==> config.mk <==
export PLATFORM = sky130hd
export DESIGN_NAME = aibcr3_rxdeser
export DESIGN_NICKNAME = d
export VERILOG_FILES = /design/src/rtl/aibcr3_rxdeser.sv
export SDC_FILE = /design/constraint.sdc
export NUM_CORES = 1
export LEC_CHECK = 0
export CAP_MARGIN = 20
export CORE_MARGIN = 4
export CORE_UTILIZATION = 43
export CTS_BUF_LIST = sky130_fd_sc_hd__clkbuf_16
export DETAILED_ROUTE_END_ITERATION = 10
export DONT_BUFFER_PORTS = 1
export PLACE_DENSITY = 0.56
export SLEW_MARGIN = 20
export SYNTH_ARGS = -nofsm -noshare
export SYNTH_HDL_FRONTEND = slang
export SYNTH_SLANG_ARGS = --single-unit
==> constraint.sdc <==
create_clock -name istrbclk -period 1.9 [get_ports istrbclk]
set_input_delay 0.38 -clock istrbclk [delete_from_list [all_inputs] [get_ports istrbclk]]
set_output_delay 0.38 -clock istrbclk [all_outputs]
set_load 0.01 [all_outputs]
==> src/rtl/aibcr3_rxdeser.sv <==
// rtl/aibcr3_rxdeser.sv - AIB RX DDR-pair deserializer with marker hunt, lock confirm and word alignment
// Builds words from odat0/odat1 pairs, locks on a repeated marker at bit offset 0 or 1.
module aibcr3_rxdeser #(
  parameter int                WORD_W   = 10,
  parameter logic [WORD_W-1:0] MARKER   = 10'h3E0,
  parameter int                LOCK_CNT = 4
) (
  input  logic              istrbclk,
  input  logic              irstb,
  input  logic              idat0,
  input  logic              idat1,
  input  logic              ialign_en,
  output logic [WORD_W-1:0] odata,
  output logic              odata_vld,
  output logic              olocked,
  output logic              obit_off,
  output logic              oalign_err
);

  localparam int HALF = WORD_W / 2;
  localparam int BW   = (HALF > 1) ? $clog2(HALF) : 1;

  typedef enum logic [1:0] {
    S_IDLE    = 2'd0,
    S_HUNT    = 2'd1,
    S_CONFIRM = 2'd2,
    S_LOCKED  = 2'd3
  } state_t;

  state_t              state_q, state_d;
  logic [2*WORD_W-1:0] hist_q, hist_d;
  logic [BW-1:0]       beat_cnt_q, beat_cnt_d, beat_next;
  logic [3:0]          match_cnt_q, match_cnt_d, match_inc;
  logic [WORD_W-1:0]   odata_q, odata_d;
  logic                odata_vld_q, odata_vld_d;
  logic                olocked_q, olocked_d;
  logic                obit_off_q, obit_off_d;
  logic                oalign_err_q, oalign_err_d;

  logic [WORD_W-1:0]   win0, win1, win_sel;
  logic                boundary;

  // Windows are taken from the post-shift history so a word is seen in the cycle its last pair arrives.
  always_comb begin
    hist_d    = {hist_q[2*WORD_W-3:0], idat0, idat1};
    win0      = hist_d[WORD_W-1:0];
    win1      = hist_d[WORD_W:1];
    win_sel   = obit_off_q ? win1 : win0;
    boundary  = (beat_cnt_q == BW'(HALF - 1));
    beat_next = boundary ? '0 : beat_cnt_q + BW'(1);
    match_inc = match_cnt_q + 4'd1;
  end

  always_comb begin
    state_d      = state_q;
    beat_cnt_d   = beat_cnt_q;
    match_cnt_d  = match_cnt_q;
    odata_d      = odata_q;
    odata_vld_d  = 1'b0;
    olocked_d    = olocked_q;
    obit_off_d   = obit_off_q;
    oalign_err_d = 1'b0;

    if (!ialign_en) begin
      // Dropping enable abandons alignment but keeps the last word and offset visible.
      state_d     = S_IDLE;
      olocked_d   = 1'b0;
      match_cnt_d = '0;
      beat_cnt_d  = '0;
    end else begin
      unique case (state_q)
        S_IDLE: begin
          olocked_d = 1'b0;
          state_d   = S_HUNT;
        end

        S_HUNT: begin
          beat_cnt_d = '0;
          if (win0 == MARKER) begin
            obit_off_d  = 1'b0;
            match_cnt_d = 4'd1;
            state_d     = S_CONFIRM;
          end else if (win1 == MARKER) begin
            obit_off_d  = 1'b1;
            match_cnt_d = 4'd1;
            state_d     = S_CONFIRM;
          end
        end

        S_CONFIRM: begin
          beat_cnt_d = beat_next;
          if (boundary) begin
            if (win_sel == MARKER) begin
              match_cnt_d = match_inc;
              if (match_inc >= 4'(LOCK_CNT)) begin
                state_d   = S_LOCKED;
                olocked_d = 1'b1;
              end
            end else begin
              oalign_err_d = 1'b1;
              match_cnt_d  = '0;
              state_d      = S_HUNT;
            end
          end
        end

        S_LOCKED: begin
          beat_cnt_d = beat_next;
          olocked_d  = 1'b1;
          if (boundary) begin
            odata_d     = win_sel;
            odata_vld_d = 1'b1;
          end
        end

        default: begin
          state_d     = S_IDLE;
          olocked_d   = 1'b0;
          match_cnt_d = '0;
          beat_cnt_d  = '0;
        end
      endcase
    end
  end

  always_ff @(posedge istrbclk or negedge irstb) begin
    if (!irstb) begin
      state_q      <= S_IDLE;
      hist_q       <= '0;
      beat_cnt_q   <= '0;
      match_cnt_q  <= '0;
      odata_q      <= '0;
      odata_vld_q  <= 1'b0;
      olocked_q    <= 1'b0;
      obit_off_q   <= 1'b0;
      oalign_err_q <= 1'b0;
    end else begin
      state_q      <= state_d;
      hist_q       <= hist_d;
      beat_cnt_q   <= beat_cnt_d;
      match_cnt_q  <= match_cnt_d;
      odata_q      <= odata_d;
      odata_vld_q  <= odata_vld_d;
      olocked_q    <= olocked_d;
      obit_off_q   <= obit_off_d;
      oalign_err_q <= oalign_err_d;
    end
  end

  assign odata      = odata_q;
  assign odata_vld  = odata_vld_q;
  assign olocked    = olocked_q;
  assign obit_off   = obit_off_q;
  assign oalign_err = oalign_err_q;

endmodule

## Word-level counts from Yosys, hierarchy flattened

Index checks and enable logic that the tools add are counted.

- Register bits: 32
- Latch bits: 0
- Memory bits (writable): 0
- ROM bits: 0
- Bits of input ports: 5
- Output and inout bits: 14
- Word-level logic and storage cells: 67
- Memories: 0

- Add/sub/neg operators: 2
- Multipliers: 0
- Divide/modulo/power cells: 0
- Magnitude comparators: 1
- Eq/ne operators: 16
- Shifts and indexed selects: 0
- Muxes and demuxes: 31
- Bitwise operators: 0
- Reductions and logical operators: 8

Operators with widths:

| cell | number |
|---|---|
| 10-bit == test (second input constant) | 3 |
| 4-bit two-way mux | 5 |
| 1-bit two-way mux | 13 |
| 2-bit two-way mux | 6 |
| 10-bit two-way mux | 1 |
| 3-bit inequality test (second input constant) | 3 |
| 3-bit AND reduction | 3 |
| 4-bit by 1-bit inequality test with 1-bit output (second input constant) | 2 |
| 4-bit inequality test (second input constant) | 2 |
| 4-bit one-hot mux with 2 select lines | 1 |
| 4-bit AND reduction | 2 |
| 3-bit two-way mux | 2 |
| 2-bit one-hot mux with 3 select lines | 1 |
| 3-bit one-hot mux with 2 select lines | 1 |
| 4-bit by 1-bit adder with 4-bit output (second input constant) | 1 |
| 2-bit == test (second input constant) | 2 |
| 4-bit by 3-bit >= comparator with 1-bit output (second input constant) | 1 |
| 3-bit by 1-bit adder with 3-bit output (second input constant) | 1 |
| 3-bit == test (second input constant) | 1 |
| 3-bit by 1-bit inequality test with 1-bit output (second input constant) | 1 |
| 3-bit by 2-bit inequality test with 1-bit output (second input constant) | 1 |
| 1-bit one-hot mux with 3 select lines | 1 |
| 2-bit by 1-bit == test with 1-bit output (second input constant) | 1 |
| 2-bit logical NOT | 1 |
| 2 further kinds | 2 |

## Logic depth before layout (Yosys ltp)

Gate-level depths: netlist of run 1.

- Depth after elaboration: 7
- Depth in mapped cells: 8
- Mapped depth without buffers: 7

## Worst setup path before layout of run 1

No wires, ideal clock.

- Path type: register to register
- Start point: register state_q[0]
- End point: register state_q[1]
- Library setup time: 0.121 ns
- Arrival: 1.691 ns
- Slack: 0.088 ns
- Stages on the path, launching flop included: 9
- Path buffers: 1
- Clock period less this slack: 1.812 ns
- Cells stage by stage: dfrtp_1 > inv_1 > ha_1 > clkbuf_1 > nand2_1 > o32ai_2 > a211o_1 > or2_1 > a22o_1

- Longest elaborated chain between the ends: 3
- Elaborated cells between the ends (all ways): 10

RTL lines:

| item | line | RTL |
|---|---|---|
| from (decl) | 30 | `state_t state_q, state_d;` |
| from (signal assigned) | 138 | `state_q <= state_d;` |
| 2-bit == test, or another cell as far along | 71 | `unique case (state_q)` |
| 4-bit by 1-bit inequality test with 1-bit output (no line), or another cell as far along | n/a |  |
| 4-bit AND reduction (no line) or 2-bit two-way mux (tied branches) | n/a |  |

Several ways; a longest one is shown, not always the timed one.
A chain may end at the register's enable or synchronous reset.

## Worst setup path after layout of run 1

- Start point: register beat_cnt_q[0]
- End point: register state_q[1]

- Longest elaborated chain between the ends: 3

RTL lines:

| item | line | RTL |
|---|---|---|
| from (decl) | 32 | `logic [BW-1:0] beat_cnt_q, beat_cnt_d, beat_next;` |
| from (signal assigned) | 140 | `beat_cnt_q <= beat_cnt_d;` |
| 3-bit == test | 49 | `boundary = (beat_cnt_q == BW'(HALF - 1));` |
| 3-bit inequality test (no line) | n/a |  |
| 4-bit AND reduction (no line) | n/a |  |

No other way between the ends.

==> out/summary.txt, run 1 <==
Total track usage - 14.9%
Synth unique cells - 38
Post-synth top area share - 50.3%
CP endpoint kind - register
Drt first pass iters - 4
Switch share - 25.8%
Syn_nets - 166
Yosys Warn Count - 0
Vias in the first global route - 1085
Worst Path Arrival - 1.95 ns
Starting Density - 46.2%
Worst hold start - idat1
Top_reg_cell synth - dfrtp_1
FF-to-FF End - state_q[1]
FF+latch count, synth - 32
Clock root buffer - clkbuf_16
Worst-skew pair later-pin latency - 0.27 ns
Die W - 68.8 µm
Area Overhead vs Synth - 17.5%
Clock network fraction of total power - 44.0%
TritonCTS buffer count - 5
Post-Synthesis Cells - 154
Port Buffers - 0
Worst reg-to-reg path cell count - 7
Routability congestion estimate - 0.853
Drt drc - 0
Hold Path Stages - 0
Ys async rst share - 100%
Die area - 4740 µm²
Status - complete, no violations
Initial DRC count - 56
Nets@finish - 176
Max Cap Violations - 0
CP startpoint kind - register
DRT antenna net count - 0
Core area - 3440 µm²
Final worst slack - 0.107 ns
Avg Cell Area, Syn - 10.3 µm²
Via count - 1122
Final period utilization - 94.3%
Clock skew - 0.00430 ns
Crit Path Max Fanout - 4
Pint - 1.49 mW
Setup Slack @ Placement - 0.0946 ns
Largest net degree at the start of global routing - 33
Post-CTS Setup Bufs - 0
Layout cells sized above 1 - 12.7%
Tot Pwr - 2.01 mW
Die H - 68.8 µm
Worst-margin pin slew - 0.340 ns
Vias/cell - 5.32
Fin. Hold Viols - 0
Max_slew headroom - 77.3%
Hpwl dp - 2190 µm
CTS sink cnt - 32
First-pass GRT wire length - 5090 µm
Worst Hold Class - in -> reg
Placement Rows - 21
CTS H-tree depth - 2
Leak Pwr - 0.826 nW
Largest cells by area after synthesis - dfrtp_1 (50%), mux2i_1 (6.9%), o21ai_0 (5.7%), ha_1 (5.5%), nand2_1 (3.3%)
Endpoints failing setup - 0
Final WL - 3090 µm
Congestion Overflow GR - 0
Post-DR wirelength/cell - 14.6 µm
CTS tree - yes
Worst R2R Setup Slack - 0.11 ns
RSZ-0062 raised after global routing - false
Shortest period the worst path allows - 1.79 ns
N_diodes - 0
Cell Area, Synth - 1590 µm²
Max Root-Sink Buffers - 2
Reg power frac - 38.5%
Fin Setup TNS - 0 ns
Hold EP - hist_q[0]
Top Ports - 19
Comb pwr share - 17.5%
Post-synth EDFFs - 0
Sw power - 0.519 mW
Leading area contributor after synthesis - dfrtp_1
Worst-path clk slew - 0.05 ns
Setup CP Type - reg -> reg
Power density cells - 1080 nW/µm²
R2r startpoint - beat_cnt_q[0]
Post-synthesis sequential area ratio - 50.3%
Final Max Slew Viols - 0
Peak VDD IR - 0.568 mV
Initial antenna violation count - 0
Max Fclk - 558 MHz
Critical Path RT - 2.06 ns
[placed cells by master, fill, tap and decap left out, drive strengths merged, types with 2 or more instances in the layout]
master,synthesis,layout
a21boi,2,2
ha,7,7
inv,11,12
nand3b,4,4
nor2,6,6
and2b,2,2
dfrtp,32,32
mux2i,11,11
clkbuf,3,5
o21ai,18,18
a31oi,2,2
and2,3,3
nand2,15,15
nor2b,2,2
buf,2,7
and4bb,2,2
nand3,5,5
a21oi,3,3
nor3,4,4
nand2b,3,3
a41oi,2,2
[worst max path at each step]
stage | startpoint | endpoint | depth (start not counted)
floorplan | state_q[0] | state_q[1] | 8
global placement | state_q[0] | state_q[1] | 7
detailed placement | state_q[0] | state_q[1] | 7
CTS | state_q[0] | state_q[1] | 7
global route | state_q[0] | state_q[1] | 7
finish | beat_cnt_q[0] | state_q[1] | 7
[final cells by class]
type / instances / area (µm²)
Clock inverter: 3 / 38.8
Multi-Input combinational cell: 106 / 731
Sequential cell: 32 / 801
Clock buffer: 5 / 125
Timing Repair Buffer: 8 / 75.1
Fill cell: 309 / 1570
Tap cell: 46 / 57.6
Inverter: 11 / 41.3
[synth_stat cells, types with 2 or more instances]
| master | number |
|---|---|
| mux2i_1 | 11 |
| nor2b_1 | 2 |
| and4bb_2 | 2 |
| nor2_1 | 6 |
| and2_1 | 3 |
| nor3_1 | 4 |
| buf_2 | 2 |
| nand2b_1 | 3 |
| ha_1 | 7 |
| nand2_1 | 14 |
| nand3_1 | 5 |
| inv_1 | 11 |
| a41oi_1 | 2 |
| a21boi_0 | 2 |
| and2b_1 | 2 |
| a21oi_1 | 3 |
| clkbuf_1 | 3 |
| nand3b_1 | 4 |
| dfrtp_1 | 32 |
| o21ai_0 | 18 |
[worst max-delay path, stage by stage (launching register included)]
cell     delay, ns
dfrtp_1       0.41
inv_1         0.07
ha_1          0.16
and2_1        0.18
o32ai_2       0.11
a211o_1       0.28
or2_1         0.24
a22o_1        0.23
[through the flow]
step	cell area, µm²	instances	hold WS (ns)	utilization [%]
2_1_floorplan	1590	154	0.0844	-
3_3_place_gp	1670	201	0.0853	48.6
3_5_place_dp	1670	201	0.0855	48.6
6_report	1870	211	0.130	54.3
4_1_cts	1870	211	0.122	54.2
5_1_grt	1870	211	0.120	54.3
[registers in the layout, indices dropped and copies added, names as in the netlist]
| register | count |
|---|---|
| beat_cnt_q | 3 |
| hist_q | 9 |
| match_cnt_q | 4 |
| oalign_err | 1 |
| obit_off | 1 |
| odata | 10 |
| odata_vld | 1 |
| olocked | 1 |
| state_q | 2 |
[timing repair]
action | in CTS | in global routing
hold buffers | 2 | 0
endpoints found under the hold margin | 32 | 0
setup endpoints to repair | 0 | 1
gates resized for setup | 0 | 1
[power by group through the flow]
| stage | registers [mW] | logic [mW] | clock network, mW |
|---|---|---|---|
| after global routing | 0.781 | 0.406 | 0.937 |
| after floorplan | 0.774 | 0.252 | 0 |
| final | 0.775 | 0.352 | 0.886 |
| after detailed placement | 0.787 | 0.329 | 0 |
| after global placement | 0.782 | 0.319 | 0 |
| after CTS | 0.774 | 0.353 | 0.905 |
[metal layers]
metal,track usage (%),share of wire (%),vias to the layer above
met5,0,0,-
met4,6.81,1.4,0
li1,-,-,562
met1,19.5,49,536
met2,21.7,45,20
met3,5.51,4.9,4
[logic make-up after synthesis]
kind of cell / count (synthesis) / share of synthesized area (%)
and+or+nand+nor: 51 / 17.8
adders and majority gates: 7 / 5.50
DFF: 32 / 50.3
muxes: 11 / 6.92
AOI/OAI and AO/OA: 37 / 15.5
buffers and inverters: 16 / 3.93
(Power assumes the default switching activity.)
==> run 2, diff against run 1 <==
Settings changed: CELL_PAD_IN_SITES_DETAIL_PLACEMENT set to 0, CELL_PAD_IN_SITES_GLOBAL_PLACEMENT set to 1, PLACE_DENSITY 0.56 to 0.69.
==> run 2 against run 1 <==
Effect of this change:
- design area increased by 0.74%
- non-clock buffer count up 1
- critical path depth did not move
- cell count is 0.47% higher
- sequential share of layout area is 0.31 points lower
- count of clock-buffer cells in the layout did not move
- first-iteration DRC count down 11%
- worst setup slack better by 0.029 ns
- total power rose by 0.21%
- register-to-register slack improved by 0.03 ns
- critical endpoint unchanged
==> out/summary.txt, run 2 (synthesis results as in run 1) <==
Status - complete, no violations
Worst-margin pin slew - 0.372 ns
Die H - 68.8 µm
Crit Path Max Fanout - 6
CP startpoint kind - register
Worst-skew pair later-pin latency - 0.27 ns
CTS H-tree depth - 2
Total track usage - 15.0%
Clock network fraction of total power - 44.2%
Multi-input logic area - 733 µm²
Most frequent cells in the layout - dfrtp_1 (32), o21ai_0 (18), nand2_1 (14)
Port Buffers - 0
Final Max Slew Viols - 0
Hold Slack - 0.139 ns
Post-CTS Setup Bufs - 0
Clock skew - 0.00199 ns
First-pass GRT wire length - 5290 µm
Worst reg-to-reg path cell count - 7
Levels on crit path - 7
Critical Path RT - 2.06 ns
Nets@finish - 177
Hpwl dp - 2260 µm
Layout cells sized above 1 - 14.5%
DRT antenna net count - 0
Final Instance Count excl. Fillers - 212
CTS sink cnt - 32
Drt first pass iters - 4
Initial DRC count - 50
Max Cap Violations - 0
Reg power frac - 38.3%
Fin. Hold Viols - 0
Final period utilization - 92.8%
Vias in the first global route - 1076
Post-DR wirelength/cell - 14.3 µm
Die area - 4740 µm²
Vias/cell - 5.25
Pint - 1.50 mW
Inst Count DP - 202
Via count - 1114
Worst-path clk slew - 0.05 ns
Clock root buffer - clkbuf_16
Largest net degree at the start of global routing - 33
Area Overhead vs Synth - 18.3%
Max_slew headroom - 75.2%
Top Ports - 19
Switch share - 25.6%
Shortest period the worst path allows - 1.76 ns
Peak VDD IR - 0.641 mV
Final WL - 3030 µm
RSZ-0062 raised after global routing - false
Power density cells - 1070 nW/µm²
Worst R2R Setup Slack - 0.14 ns
Fin util - 54.7%
Endpoints failing setup - 0
Worst Hold Class - in -> reg
Worst path slowest cell - dfrtp_1
Congestion Overflow GR - 0
N_diodes - 0
Starting Density - 46.2%
TritonCTS buffer count - 5
Fill cells - 297
Crit-path cells - inv_1, ha_2, nand2_1, o32ai_2, a211o_1, or2_1, a22o_1
Register area - 801 µm²
CP max stage delay - 0.37 ns
Max reg flops - 10
Initial antenna violation count - 0
Buf/Inv on CP - 1
Comb pwr share - 17.5%
CP endpoint kind - register
Drt drc - 0
Hold Path Stages - 0
Placement Rows - 21
Max Fclk - 567 MHz
CTS tree - yes
Fin Setup TNS - 0 ns
Crit path max-delay family - compound AO/OA/AOI/OAI gates
Sw power - 0.517 mW
Die W - 68.8 µm
Max Root-Sink Buffers - 2
Worst Path Arrival - 1.92 ns
Routability congestion estimate - 0.890
Core area - 3440 µm²
Leak Pwr - 0.827 nW
Setup CP Type - reg -> reg
Leading cell type in the layout, fill and taps excluded - dfrtp_1
[run 2: stage by stage]
step	cell area [µm²]	setup slack (ns)	total power, mW
after global placement	1680	0.151	1.11
after floorplan	1590	0.0884	1.03
after global routing	1880	0.00402	2.15
after detailed placement	1680	0.0741	1.12
after CTS	1880	0.0609	2.05
final	1880	0.137	2.02
[run 2: routing by layer]
| layer | up-vias | track usage (%) | wire (µm) |
|---|---|---|---|
| met1 | 534 | 21.1 | 1500 |
| met4 | 0 | 4.38 | 19 |
| met2 | 17 | 21.9 | 1350 |
| met5 | - | 0 | 0 |
| li1 | 561 | - | - |
| met3 | 2 | 4.86 | 160 |
[run 2: area by class of cell]
type / count / share of cell area [%]
well taps: 46 / 3.06
inverters: 11 / 2.19
repair buffers: 9 / 4.39
clock buffers: 5 / 6.64
clock inverters: 3 / 2.26
flip-flops and latches: 32 / 42.5
multi-input cells: 106 / 38.9
[run 2: worst paths after layout]
| kind | end | start |
|---|---|---|
| worst max-delay path | state_q[1] | state_q[0] |
| worst min-delay path | hist_q[1] | idat0 |
| worst max register to register | state_q[1] | state_q[0] |
| worst min register to register | hist_q[3] | hist_q[1] |
| max in group asynchronous | state_q[1] | irstb |
| min in group asynchronous | beat_cnt_q[1] | irstb |
[run 2: repair_timing]
| action | CTS | global route |
|---|---|---|
| setup endpoints to repair | 0 | 1 |
| hold endpoints to repair | 32 | 0 |
| gates resized for setup | 0 | 2 |
| hold buffers | 2 | 0 |
[run 2: power by group through the flow]
stage                     logic, mW  registers (mW)  clock network, mW
after floorplan               0.252           0.774                  0
after global placement        0.324           0.783                  0
after detailed placement      0.336           0.787                  0
after CTS                     0.359           0.774              0.916
after global routing          0.409           0.785              0.954
final                         0.353           0.773              0.891
==> run 3, diff against run 2 <==
Settings changed: SKIP_LAST_GASP set to 1.
==> results of run 3 <==
No change in the layout: final DEF, timing and power equal those of run 2.
